## src/rtl/shift_reg_univ.sv

```systemverilog
// shift_reg_univ: parametrised universal shift register.
// Supports hold, right shift, left shift and parallel load, with optional
// rotate. Also counts shifts since the last load and emits a one-cycle
// done pulse when a full word has been shifted.
module shift_reg_univ #(
    parameter int WIDTH = 4,
    parameter int CNT_W = $clog2(WIDTH + 1)
) (
    input  logic             clk,
    input  logic             reset,
    input  logic             en,
    input  logic [1:0]       mode,
    input  logic             rotate,
    input  logic             sin_r,
    input  logic             sin_l,
    input  logic [WIDTH-1:0] d,
    output logic [WIDTH-1:0] q,
    output logic             sout_r,
    output logic             sout_l,
    output logic [CNT_W-1:0] shift_cnt,
    output logic             done
);

    typedef enum logic [1:0] {
        MODE_HOLD  = 2'b00,
        MODE_RIGHT = 2'b01,
        MODE_LEFT  = 2'b10,
        MODE_LOAD  = 2'b11
    } mode_e;

    // Saturation value of the counter, and the value one shift before it,
    // which is the only count from which a shift may raise done.
    localparam logic [CNT_W-1:0] CNT_MAX  = CNT_W'(WIDTH);
    localparam logic [CNT_W-1:0] CNT_LAST = CNT_W'(WIDTH - 1);
    localparam logic [CNT_W-1:0] CNT_ONE  = CNT_W'(1);

    logic [WIDTH-1:0] q_q,    q_d;
    logic [CNT_W-1:0] cnt_q,  cnt_d;
    logic             done_q, done_d;

    mode_e            op;
    logic             in_right;
    logic             in_left;
    logic             is_shift;

    // Pick the bit entering each end: the bit falling off the far end when
    // rotating, otherwise the matching serial input.
    always_comb begin
        op       = mode_e'(mode);
        in_right = rotate ? q_q[0]       : sin_r;
        in_left  = rotate ? q_q[WIDTH-1] : sin_l;
    end

    // Next-state for the data word, the shift counter and the done pulse.
    // done defaults low so it can only ever last a single cycle.
    always_comb begin
        q_d      = q_q;
        cnt_d    = cnt_q;
        done_d   = 1'b0;
        is_shift = 1'b0;

        if (en) begin
            case (op)
                MODE_HOLD: begin
                    q_d = q_q;
                end
                MODE_RIGHT: begin
                    q_d      = {in_right, q_q[WIDTH-1:1]};
                    is_shift = 1'b1;
                end
                MODE_LEFT: begin
                    q_d      = {q_q[WIDTH-2:0], in_left};
                    is_shift = 1'b1;
                end
                MODE_LOAD: begin
                    q_d   = d;
                    cnt_d = '0;
                end
                default: begin
                    q_d = q_q;
                end
            endcase

            if (is_shift) begin
                if (cnt_q < CNT_MAX) begin
                    cnt_d = cnt_q + CNT_ONE;
                end
                done_d = (cnt_q == CNT_LAST);
            end
        end
    end

    // State register with synchronous active-high reset overriding enable.
    always_ff @(posedge clk) begin
        if (reset) begin
            q_q    <= '0;
            cnt_q  <= '0;
            done_q <= 1'b0;
        end else begin
            q_q    <= q_d;
            cnt_q  <= cnt_d;
            done_q <= done_d;
        end
    end

    // Serial outputs come straight from the end bits of the register.
    always_comb begin
        q         = q_q;
        shift_cnt = cnt_q;
        done      = done_q;
        sout_r    = q_q[0];
        sout_l    = q_q[WIDTH-1];
    end

endmodule

```

## config.mk

```make
export PLATFORM = sky130hd
export DESIGN_NAME = shift_reg_univ
export DESIGN_NICKNAME = d
export VERILOG_FILES = /design/src/rtl/shift_reg_univ.sv
export SDC_FILE = /design/constraint.sdc
export NUM_CORES = 1
export LEC_CHECK = 0
export ABC_AREA = 1
export BUFFER_PORTS_ARGS = -buffer_cell sky130_fd_sc_hd__buf_2
export CAP_MARGIN = 20
export CORE_UTILIZATION = 25
export DETAILED_ROUTE_END_ITERATION = 8
export PLACE_DENSITY = 0.53
export SLEW_MARGIN = 10
export SYNTH_ARGS = -nofsm -noshare
export SYNTH_HDL_FRONTEND = slang
export SYNTH_SLANG_ARGS = --single-unit
```

## constraint.sdc

```tcl
create_clock -name clk -period 0.8 [get_ports clk]
set_input_delay 0 -clock clk [delete_from_list [all_inputs] [get_ports clk]]
set_output_delay 0 -clock clk [all_outputs]
set_load 0.1 [all_outputs]
```

==> After elaboration in Yosys (flattened, before gate mapping) <==
Index checks and enable logic that the tools add are counted.
{ "op_classes": {"bitwise_logic": 3, "addsub": 1, "mux": 8, "n_lt_le_gt_ge": 1, "reduce_logical": 4, "n_eq_ne": 4} }
{ "ops": {"columns": ["op", "n"], "rows": [
  ["one-hot mux 4 bit (3 select lines)", 1],
  ["2-to-1 mux 3 bit", 3],
  ["== test 2 bit (second input constant)", 2],
  ["2-to-1 mux 1 bit", 4],
  ["adder 3 x 1 -> 3 bit (second input constant)", 1],
  ["== test 3 x 2 -> 1 bit (second input constant)", 1],
  ["< comparator 3 bit (second input constant)", 1],
  ["NOT 1 bit", 3],
  ["OR reduction 3 bit", 1],
  ["== test 2 x 1 -> 1 bit (second input constant)", 1],
  ["zero test 2 bit", 1],
  ["AND reduction 2 bit", 1],
  ["OR reduction 2 bit", 1]
]} }
{ "word_totals": {"wordCells": 24, "ff_bits": 8} }

==> Longest topological paths before layout <==
Gate-level depths: netlist of the first run.
{ "logic_depth": {"depth_word": 6, "depth_mapped": 9, "ltp_nobuf": 9} }

==> Worst setup path before layout of the first run <==
Ideal clock, no wire load.
{ "synth_timing": {"path_type": "register -> register", "startpoint": "register cnt_q[0], in the netlist shift_cnt[0]", "endpoint": "register cnt_q[1], in the netlist shift_cnt[1]", "period_less_slack_ps": 1602, "stages_incl_launch_ff": 4, "arrival_time_ps": 1479, "slack_ps": -802, "cell_sequence": "dfxtp_1 -> ha_1 -> nand3_1 -> o21ai_0"} }
{ "synth_between": {"elab_chain_len": 3, "elab_cells_between_ends": 4} }
{ "synth_rtl": {"columns": ["item", "line", "source"], "rows": [
  ["start: declaration", "38", "logic [CNT_W-1:0] cnt_q, cnt_d;"],
  ["start signal: assignment", "101", "cnt_q <= cnt_d;"],
  ["adder 3 x 1 -> 3 bit or < comparator 3 bit (tied branches)", "86, 85", null],
  ["2-to-1 mux 3 bit (*)", "85", "if (cnt_q < CNT_MAX) begin"],
  ["2-to-1 mux 3 bit (*)", "84", "if (is_shift) begin"]
]} }
Every way passes the cells marked *; elsewhere a longest branch is shown, timed or not.
A chain may end at the register's enable or synchronous reset.

==> Worst setup path after layout of the first run <==
{ "layout_timing": {"startpoint": "register q_q[3], in the netlist q[3]", "endpoint": "output port sout_l"} }
{ "layout_lines": {"columns": ["item", "line", "source"], "rows": [
  ["start: declaration", "37", "logic [WIDTH-1:0] q_q, q_d;"],
  ["start signal: assignment", "100", "q_q <= q_d;"],
  ["end: declaration", "19", "output logic sout_l,"]
]} }
No word-level cell between the ends.

==> metrics.md, run 1 <==
| Metric | Value |
|---|---|
| Crit path launch type | flip-flop |
| Share of synthesized flip-flops with an asynchronous set or reset | 0% |
| Skew-Pair Late Insertion Delay | 0.25 ns |
| Initial Utilization | 26.94% |
| Worst hold path depth | 4 |
| CTS tree | yes |
| Hold Fails Final Rpt | 0 |
| Synth warnings | 0 |
| Final Skew | 0.0002323 ns |
| Post-synth EDFFs | 0 |
| Leak | 0.4856 nW |
| Synth top cells by count | inv_1, nand2_1, nand3_1 |
| Number of buffers created by CTS | 3 |
| First-pass GRT wire length | 2332 um |
| Layout fillers | 196 |
| Share of layout cells above drive strength 1 | 54.63% |
| Layout area overhead | 87.01% |
| Crit path max fanout | 3 |
| Min cycle time layout | 0.9099 ns |
| Setup ws final | -0.1099 ns |
| Cell variety after synth | 18 |
| Drt drc | 0 |
| CP Data Arrival Time | 0.91 ns |
| Fin Hold WS | 0.03719 ns |
| Clock transition at path regs | 0.06 ns |
| Post-Synthesis Cells | 76 |
| Initial antenna violation count | 0 |
| Number of max-cap violations | 0 |
| Register area | 187.7 um^2 |
| DR vias | 594 |
| Core area | 2002 um^2 |
| Diodes inserted | 0 |
| Peak VDD IR | 1.128 mV |
| Yosys top cell by area | dfxtp_1 |
| Nets | 126 |
| Final setup viols | 11 |
| Max_slew headroom | 87.05% |
| Status | finished with violations |
| Post-synthesis sequential area ratio | 29.70% |
| Pre-antenna DRT Iters | 4 |
| Number of global-route vias before repair | 588 |
| CTS root buffer | clkbuf_4 |
| Dpl hpwl | 1032 um |
| Routability cong. | 0.9453 |
| Crit. End Element | output port |
| Post-DRT Antenna Nets | 0 |
| Setup WS pre-CTS | -0.2314 ns |
| Htree depth | 1 |
| Register-to-Register Path Depth | 4 |
| Critical path class | reg -> out |
| Row cnt | 16 |
| Pwr/cell area | 1404 nW/um^2 |
| Total grt overflow | 0 |
| # IOs | 22 |
| Clock Tree Buf Depth | 2 |
| Post-synthesis net count | 93 |
| Largest net degree at the start of global routing | 7 |
| Die H | 48.45 um |
| Starting DRT DRC Count | 12 |
| Synthesized area per cell | 7.096 um^2 |
| Die width | 48.45 um |
| RSZ-0062 raised after global routing | yes |
| Tot Pwr | 1.416 mW |
| Synthesized area | 539.3 um^2 |
| Wire per inst | 9.963 um |
| Buffers on Ports | 21 |
| Total wire length | 1345 um |
| Tot GR Track Use | 12.95% |
| Hold WC Path Type | in -> reg |
| Synth top area share | 29.70% |
| Full die area | 2347 um^2 |
| Sink Count | 8 |
| Max Clock Freq | 1099 MHz |
| Yosys reg bits | 8 |
| Final slew viol count | 0 |
| Pin slew with the least headroom to its limit | 0.1941 ns |
| Multi-input gate area | 349.1 um^2 |
| Synth area leaders | dfxtp_1, ha_1, inv_1 |
| Average vias per placed instance | 4.400 |
| Post-synth top flop | dfxtp_1 |
| Final period utilization | 113.7% |
| Failing checks | negative setup slack |
| Count leader, synth | inv_1 |
| Data required time at the worst endpoint | 0.80 ns |
## report_power, final
part	leakage [nW]	internal (mW)	switching, mW
logic	0.400	0.257	0.377
clock network	0.0150	0.191	0.144
registers	0.0709	0.414	0.0319
## critical path, cell delays in order, from the launching register on
cell,delay (ns)
dfxtp_4,0.37
buf_6,0.12
buf_12,0.16
## cell families (layout without fill, tap and decap cells)
logic type | Yosys count | in the layout | synth area share (%)
buffers and inverters | 19 | 51 | 14.62
adder cells (fa/ha/maj) | 5 | 5 | 11.60
AO/OA/AOI/OAI | 13 | 13 | 15.55
AND/OR/NAND/NOR | 31 | 31 | 28.54
flip-flops | 8 | 8 | 29.70
## through the flow
stage               cell area (um^2)  utilization (%)  std cells  setup TNS (ns)
floorplan                      599.3                -         76          -1.033
global placement               903.4            45.13        128          -1.132
detailed placement             903.4            45.13        128          -1.390
CTS                            974.7            48.69        134         -0.9484
global route                    1008            50.38        135          -1.372
finish                          1008            50.38        135         -0.8259
## placed cells by master (no fill, tap or decap), types with 2 or more instances in the layout
master and n:
a21oi_1 4, a21oi_2 2, buf_12 10, buf_2 11, buf_4 2, buf_6 6, clkbuf_4 3, dfxtp_4 7
ha_1 2, ha_4 2, inv_1 13, inv_2 4, nand2_1 13, nand2_2 2, nand3_1 8, nand3_2 2
nor2_1 3, nor2_4 2, o21ai_2 2
## final cells by class
cell class / count / area share [%]
Clock buffer: 4 / 2.605
Inverter: 17 / 6.328
Timing Repair Buffer: 30 / 34.49
Sequential cell: 8 / 18.61
Multi-Input combinational cell: 49 / 34.62
Tap cell: 27 / 3.350
## state kept, by name, indices dropped and copies added (netlist names)
name       count
q              4
shift_cnt      3
done           1
## per-layer routing
| layer | GRT usage [%] | vias up | wire (um) |
|---|---|---|---|
| li1 | - | 305 | - |
| met1 | 14.34 | 258 | 542 |
| met2 | 21.60 | 31 | 678 |
| met3 | 6.604 | 0 | 124 |
| met4 | 3.922 | 0 | 0 |
| met5 | 0 | - | 0 |
## worst paths after layout
check / to / slack [ns] / startpoint
setup / recovery: sout_l / -0.11 / q[3]
hold / removal: q[1] / 0.04 / reset
setup reg to reg: q[0] / -0.03 / q[0]
hold reg to reg: shift_cnt[2] / 0.52 / shift_cnt[2]
## timing repair
action	CTS	global route
setup endpoints to repair	12	17
resized for setup	7	5
pin swaps	1	4
hold buffers	1	0
endpoints found under the hold margin	1	0
buffers inserted	1	1
(Power assumes the default switching activity.)
==> inputs of run 2 (changes only) <==
- ABC_AREA: 1 -> unset
- PLACE_DENSITY: 0.53 -> 0.52
- REMOVE_ABC_BUFFERS: unset -> 1
- clock period: 0.8 -> 1 ns (I/O delays scaled with it)
==> run 2 against run 1 <==
- the flow still finishes with violations (negative setup slack)
- critical path type is now reg -> reg
- synthesized cell count decreased by 20%
- highest routed layer is now met4
- register-to-register slack barely moved
- sequential power decreased by 22%
- area after synthesis fell by 6.3%
- via count fell by 1.9%
- non-clock buffer count up 7
==> metrics.md, run 2 <==
| Metric | Value |
|---|---|
| Net Sw Frac | 37.30% (-1.8 points) |
| Crit path launch type | flip-flop |
| Synth top area share | 31.68% (+2.0 points) |
| Average vias per placed instance | 4.740 (+7.7%) |
| Final setup viols | 1 (-10) |
| First-pass GRT wire length | 2132 um (-8.6%) |
| Peak VDD IR | 0.8770 mV (-22%) |
| Most frequent cells in the layout | buf_4, buf_2, buf_12, nand2_1 |
| Inst Count DP | 120 (-6.3%) |
| Synthesized area | 505.5 um^2 (-6.3%) |
| Yosys reg bits | 8 (unchanged) |
| Max_slew headroom | 79.30% (-7.7 points) |
| Dpl hpwl | 1078 um (+4.5%) |
| Total wire length | 1372 um (+2.0%) |
| # IOs | 22 (unchanged) |
| Post-Synthesis Cells | 61 (-20%) |
| Status | finished with violations |
| RSZ-0062 raised after global routing | yes |
| Post-CTS Setup Bufs | 0 (-1) |
| Synth top cells by count | dfxtp_1, nand2_1, a21oi_1, ha_1, o21ai_0 |
| Nets | 117 (-7.1%) |
| Full die area | 2206 um^2 (-6.0%) |
| Synth warnings | 0 (unchanged) |
| Max Clock Freq | 958.6 MHz |
| CP Data Arrival Time | 1.18 ns (+0.27 ns) |
| Fin Hold WS | 0.05477 ns (+0.01758 ns) |
| Number of buffers created by CTS | 3 (unchanged) |
| Clock Tree Buf Depth | 2 (unchanged) |
| Crit path max-delay cell type | dfxtp_2 |
| Sink Count | 8 (unchanged) |
| Leak | 0.4226 nW (-13%) |
| Crit-path cells | mux2_4 -> a221oi_2 -> nor3_1 |
| Total grt overflow | 0 (unchanged) |
| Layout Cells excl Fill | 123 (-8.9%) |
| Clk pwr share | 23.4% (-0.3 points) |
| Initial antenna violation count | 0 (unchanged) |
| Register-to-Register Path Depth | 3 (-1) |
| Crit-path max cell delay | 0.32 ns (-0.05 ns) |
| Top delay family on crit path | flip-flops |
| Final slew viol count | 0 (unchanged) |
| Largest net degree at the start of global routing | 9 (+2) |
| Hold Fails Final Rpt | 0 (unchanged) |
| Skew-Pair Late Insertion Delay | 0.26 ns (about the same) |
| Layout area overhead | 87.62% |
| Setup WS pre-CTS | -0.1316 ns (+0.09987 ns) |
| Setup ws final | -0.04319 ns (+0.06672 ns) |
| Hold WC Path Type | in -> reg |
| DR vias | 583 (-1.9%) |
| Post-synth EDFFs | 0 (unchanged) |
| Synth area leaders | dfxtp_1, ha_1, nand2_1 |
| Yosys top cell by area | dfxtp_1 |
| Buffers on Ports | 21 (unchanged) |
| Number of global-route vias before repair | 560 (-4.8%) |
| RR Startpoint | q[3] |
| Cell variety after synth | 26 (+8) |
| Crit. End Element | flip-flop |
| Failing checks | negative setup slack |
| Crit path max fanout | 2 (-1) |
| Layout fillers | 181 (-7.7%) |
| Post-synthesis sequential area ratio | 31.68% (+2.0 points) |
| Switching pwr | 0.3990 mW (-28%) |
| Tot GR Track Use | 13.90% (+0.95 points) |
| Synthesized area per cell | 8.287 um^2 (+17%) |
| Core area | 1802 um^2 (-10%) |
| Crit path from | q[3] |
| Row cnt | 15 (-1) |
| Largest register FFs | 4 (unchanged) |
| Post-synth top flop | dfxtp_1 |
| Combinational share of power | 43.9% (-0.9 points) |
| Post-DRT Antenna Nets | 0 (unchanged) |
| Core Util, Final | 52.64% (+2.3 points) |
| Hold wc startpoint | en |
| CTS tree | yes |
| Data required time at the worst endpoint | 1.14 ns (+0.34 ns) |
| Int Power | 0.6707 mW (-22%) |
| Share of layout cells above drive strength 1 | 52.04% (-2.6 points) |
| Stages on worst setup path | 3 (+1) |
| Starting DRT DRC Count | 7 (-5) |
| Pin slew with the least headroom to its limit | 0.3105 ns (+0.1164 ns) |
| Final period utilization | 104.3% |
| Final Skew | 0.0003021 ns (+0.00006981 ns) |
| Min cycle time layout | 1.043 ns |
| Worst hold path depth | 3 (-1) |
| Pre-antenna DRT Iters | 4 (unchanged) |
| Htree depth | 1 (unchanged) |
| Most common cell after layout, fill and taps aside | buf_4 |
| CTS root buffer | clkbuf_4 |
| Pwr/cell area | 1128 nW/um^2 (-20%) |
| Die width | 46.97 um (-3.1%) |
| Clock transition at path regs | 0.06 ns (about the same) |
| Die H | 46.97 um (-3.1%) |
| Critical path class | reg -> reg |
| Sequential power share | 32.7% (+1.2 points) |
| Initial Utilization | 28.06% (+1.1 points) |
| Drt drc | 0 (unchanged) |
| Number of max-cap violations | 0 (unchanged) |
| Wire per inst | 11.15 um (+12%) |
| Diodes inserted | 0 (unchanged) |
| Routability cong. | 0.7911 (-16%) |
| Bufs and invs on worst path | 0 (-2) |
| Share of synthesized flip-flops with an asynchronous set or reset | 0% (unchanged) |
==> run 2: changes by cell type after synthesis, moves of 2 or more <==
cell	before	now
a31oi_1	0	2
nand3_1	10	0
nand2_1	14	8
inv_1	16	4
nor2_4	2	0
mux2i_1	0	2
o21ai_0	2	5
==> run 2: power by group through the flow <==
stage / sequential (mW) / clock (mW) / combinational (mW)
after global routing: 0.352 / 0.280 / 0.497
after detailed placement: 0.353 / 0 / 0.461
after CTS: 0.348 / 0.266 / 0.472
after global placement: 0.353 / 0 / 0.457
after floorplan: 0.511 / 0 / 0.0928
final: 0.349 / 0.251 / 0.469
==> run 2: repair_timing <==
item	4_1_cts	5_1_grt
hold buffers	1	0
endpoints found under the setup margin	2	4
gates resized for setup	4	9
pin swaps	0	4
endpoints found under the hold margin	1	0
==> run 2: worst paths after layout <==
| check | end | slack (ns) |
|---|---|---|
| worst max register to register | q[0] | -0.04 |
| worst max-delay path | q[0] | -0.04 |
| worst min-delay path | done | 0.05 |
| worst min register to register | shift_cnt[0] | 0.60 |
==> run 2: layout make-up <==
type	count	area (um^2)	share of cell area [%]
Timing Repair Buffer	37	381.6	40.24
Tap cell	25	31.28	3.298
Sequential cell	8	167.7	17.68
Multi-Input combinational cell	46	330.3	34.83
Clock buffer	3	22.52	2.375
Inverter	4	15.01	1.583
==> run 2: logic make-up after synthesis <==
group                      Yosys count  synth area share (%)
buffers and inverters                7                 6.681
DFF                                  8                 31.68
AOI/OAI and AO/OA                   19                 25.00
and+or+nand+nor                     19                 18.07
adders and majority gates            5                 12.38
muxes                                3                 6.188
==> run 2: metrics by stage <==
stage                     power [mW]  instance area (um^2)   TNS (ns)
after floorplan               0.6038                 486.7     -9.708
after global placement        0.8096                 893.4    -0.4783
after detailed placement      0.8138                 893.4    -0.6004
after CTS                      1.086                 940.9  -0.001345
after global routing           1.129                 948.4   -0.06612
final                          1.070                 948.4   -0.04319
==> run 2: worst reg2reg max path: cells and delay by family, from the launching register on <==
kind | cells | cell delay, ns
and+or+nand+nor | 1 | 0.08
AOI/OAI and AO/OA | 1 | 0.27
muxes | 1 | 0.26
DFF | 1 | 0.32
==> run 2: layer usage <==
metal | up-vias | routed length [um] | GRT usage [%]
li1 | 293 | - | -
met1 | 258 | 547 | 15.31
met2 | 26 | 683 | 23.06
met3 | 6 | 118 | 6.538
met4 | 0 | 21 | 5.714
met5 | - | 0 | 0
==> inputs of run 3 (changes only) <==
- CORE_UTILIZATION: 25 -> 30
- PLACE_DENSITY: 0.52 -> 0.59
- SETUP_SLACK_MARGIN: unset -> 0.4
==> run 3 against run 2 <==
- the flow now finishes without violations
- worst hold slack got worse by 0.031 ns
- total power up 3.7%
- via count fell by 0.34%
- sequential power is essentially flat
- global-route usage grew 2.8 points
- critical endpoint unchanged
==> metrics.md, run 3 (synthesis gave the netlist of run 2 again) <==
| Metric | Value |
|---|---|
| Pin slew with the least headroom to its limit | 0.2425 ns (-0.06800 ns) |
| Die width | 43.05 um (-8.3%) |
| Final Skew | 0.004579 ns (+0.004277 ns) |
| RR Startpoint | q[3] |
| RSZ-0062 raised after global routing | yes |
| Crit path max fanout | 2 (unchanged) |
| Hold wc startpoint | reset |
| Clock Tree Buf Depth | 2 (unchanged) |
| Bufs and invs on worst path | 0 (unchanged) |
| Initial Utilization | 32.79% (+4.7 points) |
| Final setup viols | 0 (-1) |
| Starting DRT DRC Count | 11 (+4) |
| CP Data Arrival Time | 1.11 ns (-0.07 ns) |
| Max_slew headroom | 83.66% (+4.4 points) |
| Core area | 1541 um^2 (-14%) |
| Crit. End Element | flip-flop |
| Top Layer Used | met4 |
| Max Clock Freq | 1027 MHz (+7.1%) |
| Hold-fix buffers, CTS | 0 (-1) |
| Final period utilization | 97.36% (-7.0 points) |
| Crit-path max cell delay | 0.32 ns (about the same) |
| Full die area | 1853 um^2 (-16%) |
| Leak | 0.4535 nW (+7.3%) |
| Critical path class | reg -> reg |
| Tot GR Track Use | 16.74% (+2.8 points) |
| Number of max-cap violations | 0 (unchanged) |
| Most common cell after layout, fill and taps aside | buf_2 |
| Sink Count | 8 (unchanged) |
| Status | completed |
| Largest net degree at the start of global routing | 9 (unchanged) |
| Die H | 43.05 um (-8.3%) |
| Routability cong. | 0.7923 (+0.15%) |
| Wire per inst | 12.63 um (+13%) |
| Layout fillers | 122 (-33%) |
| Routed wl met3 | 82 um (-31%) |
| Pre-antenna DRT Iters | 4 (unchanged) |
| Total wire length | 1452 um (+5.8%) |
| Layout area overhead | 99.01% |
| Worst Hold End | q[3] |
| Skew-Pair Late Insertion Delay | 0.26 ns (about the same) |
| CTS tree | yes |
| WL met1 | 607 um (+11%) |
| Number of buffers created by CTS | 3 (unchanged) |
| Total grt overflow | 0 (unchanged) |
| Drt drc | 0 (unchanged) |
| Most frequent cells in the layout | buf_2, buf_12, buf_4, buf_6, nand2_1 |
| # IOs | 22 (unchanged) |
| First-pass GRT wire length | 2263 um (+6.1%) |
| Min cycle time layout | 0.9736 ns (-0.06957 ns) |
| Dpl hpwl | 1069 um (-0.85%) |
| Worst hold path depth | 2 (-1) |
| Row cnt | 14 (-1) |
| FF-to-FF setup slack | 0.03 ns (+0.07 ns) |
| Number of global-route vias before repair | 550 (-1.8%) |
| Hold Fails Final Rpt | 0 (unchanged) |
| Average vias per placed instance | 5.052 (+6.6%) |
| Peak VDD IR | 0.6603 mV (-25%) |
| Largest register FFs | 4 (unchanged) |
| R2r endpoint | q[0] |
| Register-to-Register Path Depth | 3 (unchanged) |
| Layout Cells excl Fill | 115 (-6.5%) |
| Pwr/cell area | 1103 nW/um^2 (-2.2%) |
| Crit path max-delay cell type | dfxtp_2 |
| Clock transition at path regs | 0.05 ns (about the same) |
| Crit path launch type | flip-flop |
| DR vias | 581 (-0.34%) |
| Initial antenna violation count | 0 (unchanged) |
| Final slew viol count | 0 (unchanged) |
| Htree depth | 1 (unchanged) |
| Post-DRT Antenna Nets | 0 (unchanged) |
| Nets | 118 (+0.85%) |
| Met2 wire len | 755 um (+11%) |
| Crit-path cells | mux2_4 -> a221oi_2 -> nor3_1 |
| Core Util, Final | 65.26% (+13 points) |
| Share of layout cells above drive strength 1 | 61.62% (+9.6 points) |
| Data required time at the worst endpoint | 1.14 ns (about the same) |
| Hold WC Path Type | in -> reg |
| CTS root buffer | clkbuf_4 |
| Top delay family on crit path | flip-flops |
| Buffers on Ports | 21 (unchanged) |
| Inst Count DP | 109 (-9.2%) |
| Diodes inserted | 0 (unchanged) |
==> run 3: worst reg2reg max path: stages, from the launching register on <==
cell      delay (ns)
dfxtp_2         0.32
mux2_4          0.26
a221oi_2        0.21
nor3_1          0.07
==> run 3: what timing repair did <==
action,CTS,global route
setup endpoints to repair,18,18
pin swaps,8,7
gates resized for setup,19,14
buffers inserted,3,0
==> run 3: worst max path at each step <==
stage | start | endpoint | slack, ns | cells past startpoint
floorplan | q[0] | q[3] | -1.31 | 3
global placement | mode[0] | shift_cnt[1] | -0.10 | 7
detailed placement | mode[0] | shift_cnt[1] | -0.21 | 7
CTS | q[3] | q[0] | 0.04 | 3
global route | shift_cnt[0] | shift_cnt[2] | -0.01 | 5
finish | q[3] | q[0] | 0.03 | 3
==> run 3: power by group <==
| part | leakage, nW | switching, mW | total, mW | internal, mW |
|---|---|---|---|---|
| Sequential | 0.0693 | 0.0161 | 0.352 | 0.336 |
| Clock | 0.0138 | 0.123 | 0.261 | 0.138 |
| Combinational | 0.370 | 0.281 | 0.497 | 0.216 |
==> run 3: final cells by class <==
cell class              instances  area, um^2  area share [%]
repair buffers                 38       412.9           41.04
flip-flops and latches          8       175.2           17.41
inverters                       4       15.01           1.493
well taps                      16       20.02           1.990
clock buffers                   3       22.52           2.239
multi-input cells              46       360.3           35.82
==> run 3: through the flow <==
| stage | instance area (um^2) | power (mW) | hold slack, ns | setup WS (ns) | setup TNS (ns) |
|---|---|---|---|---|---|
| 4_1_cts | 959.7 | 1.091 | 0.007141 | 0.03574 | 0 |
| 3_5_place_dp | 867.1 | 0.7998 | 0.2862 | -0.2051 | -0.7932 |
| 6_report | 1006 | 1.109 | 0.02362 | 0.02638 | 0 |
| 2_1_floorplan | 486.7 | 0.6038 | 0.06244 | -1.308 | -9.708 |
| 5_1_grt | 1006 | 1.155 | 0.005410 | -0.01235 | -0.02002 |
| 3_3_place_gp | 867.1 | 0.7936 | 0.2811 | -0.1014 | -0.3283 |
==> run 3: metal layers <==
metal / GRT usage, % / vias up
met2: 28.79 / 20
li1: - / 292
met3: 7.660 / 3
met1: 18.09 / 266
met5: 0 / -
met4: 5.455 / 0
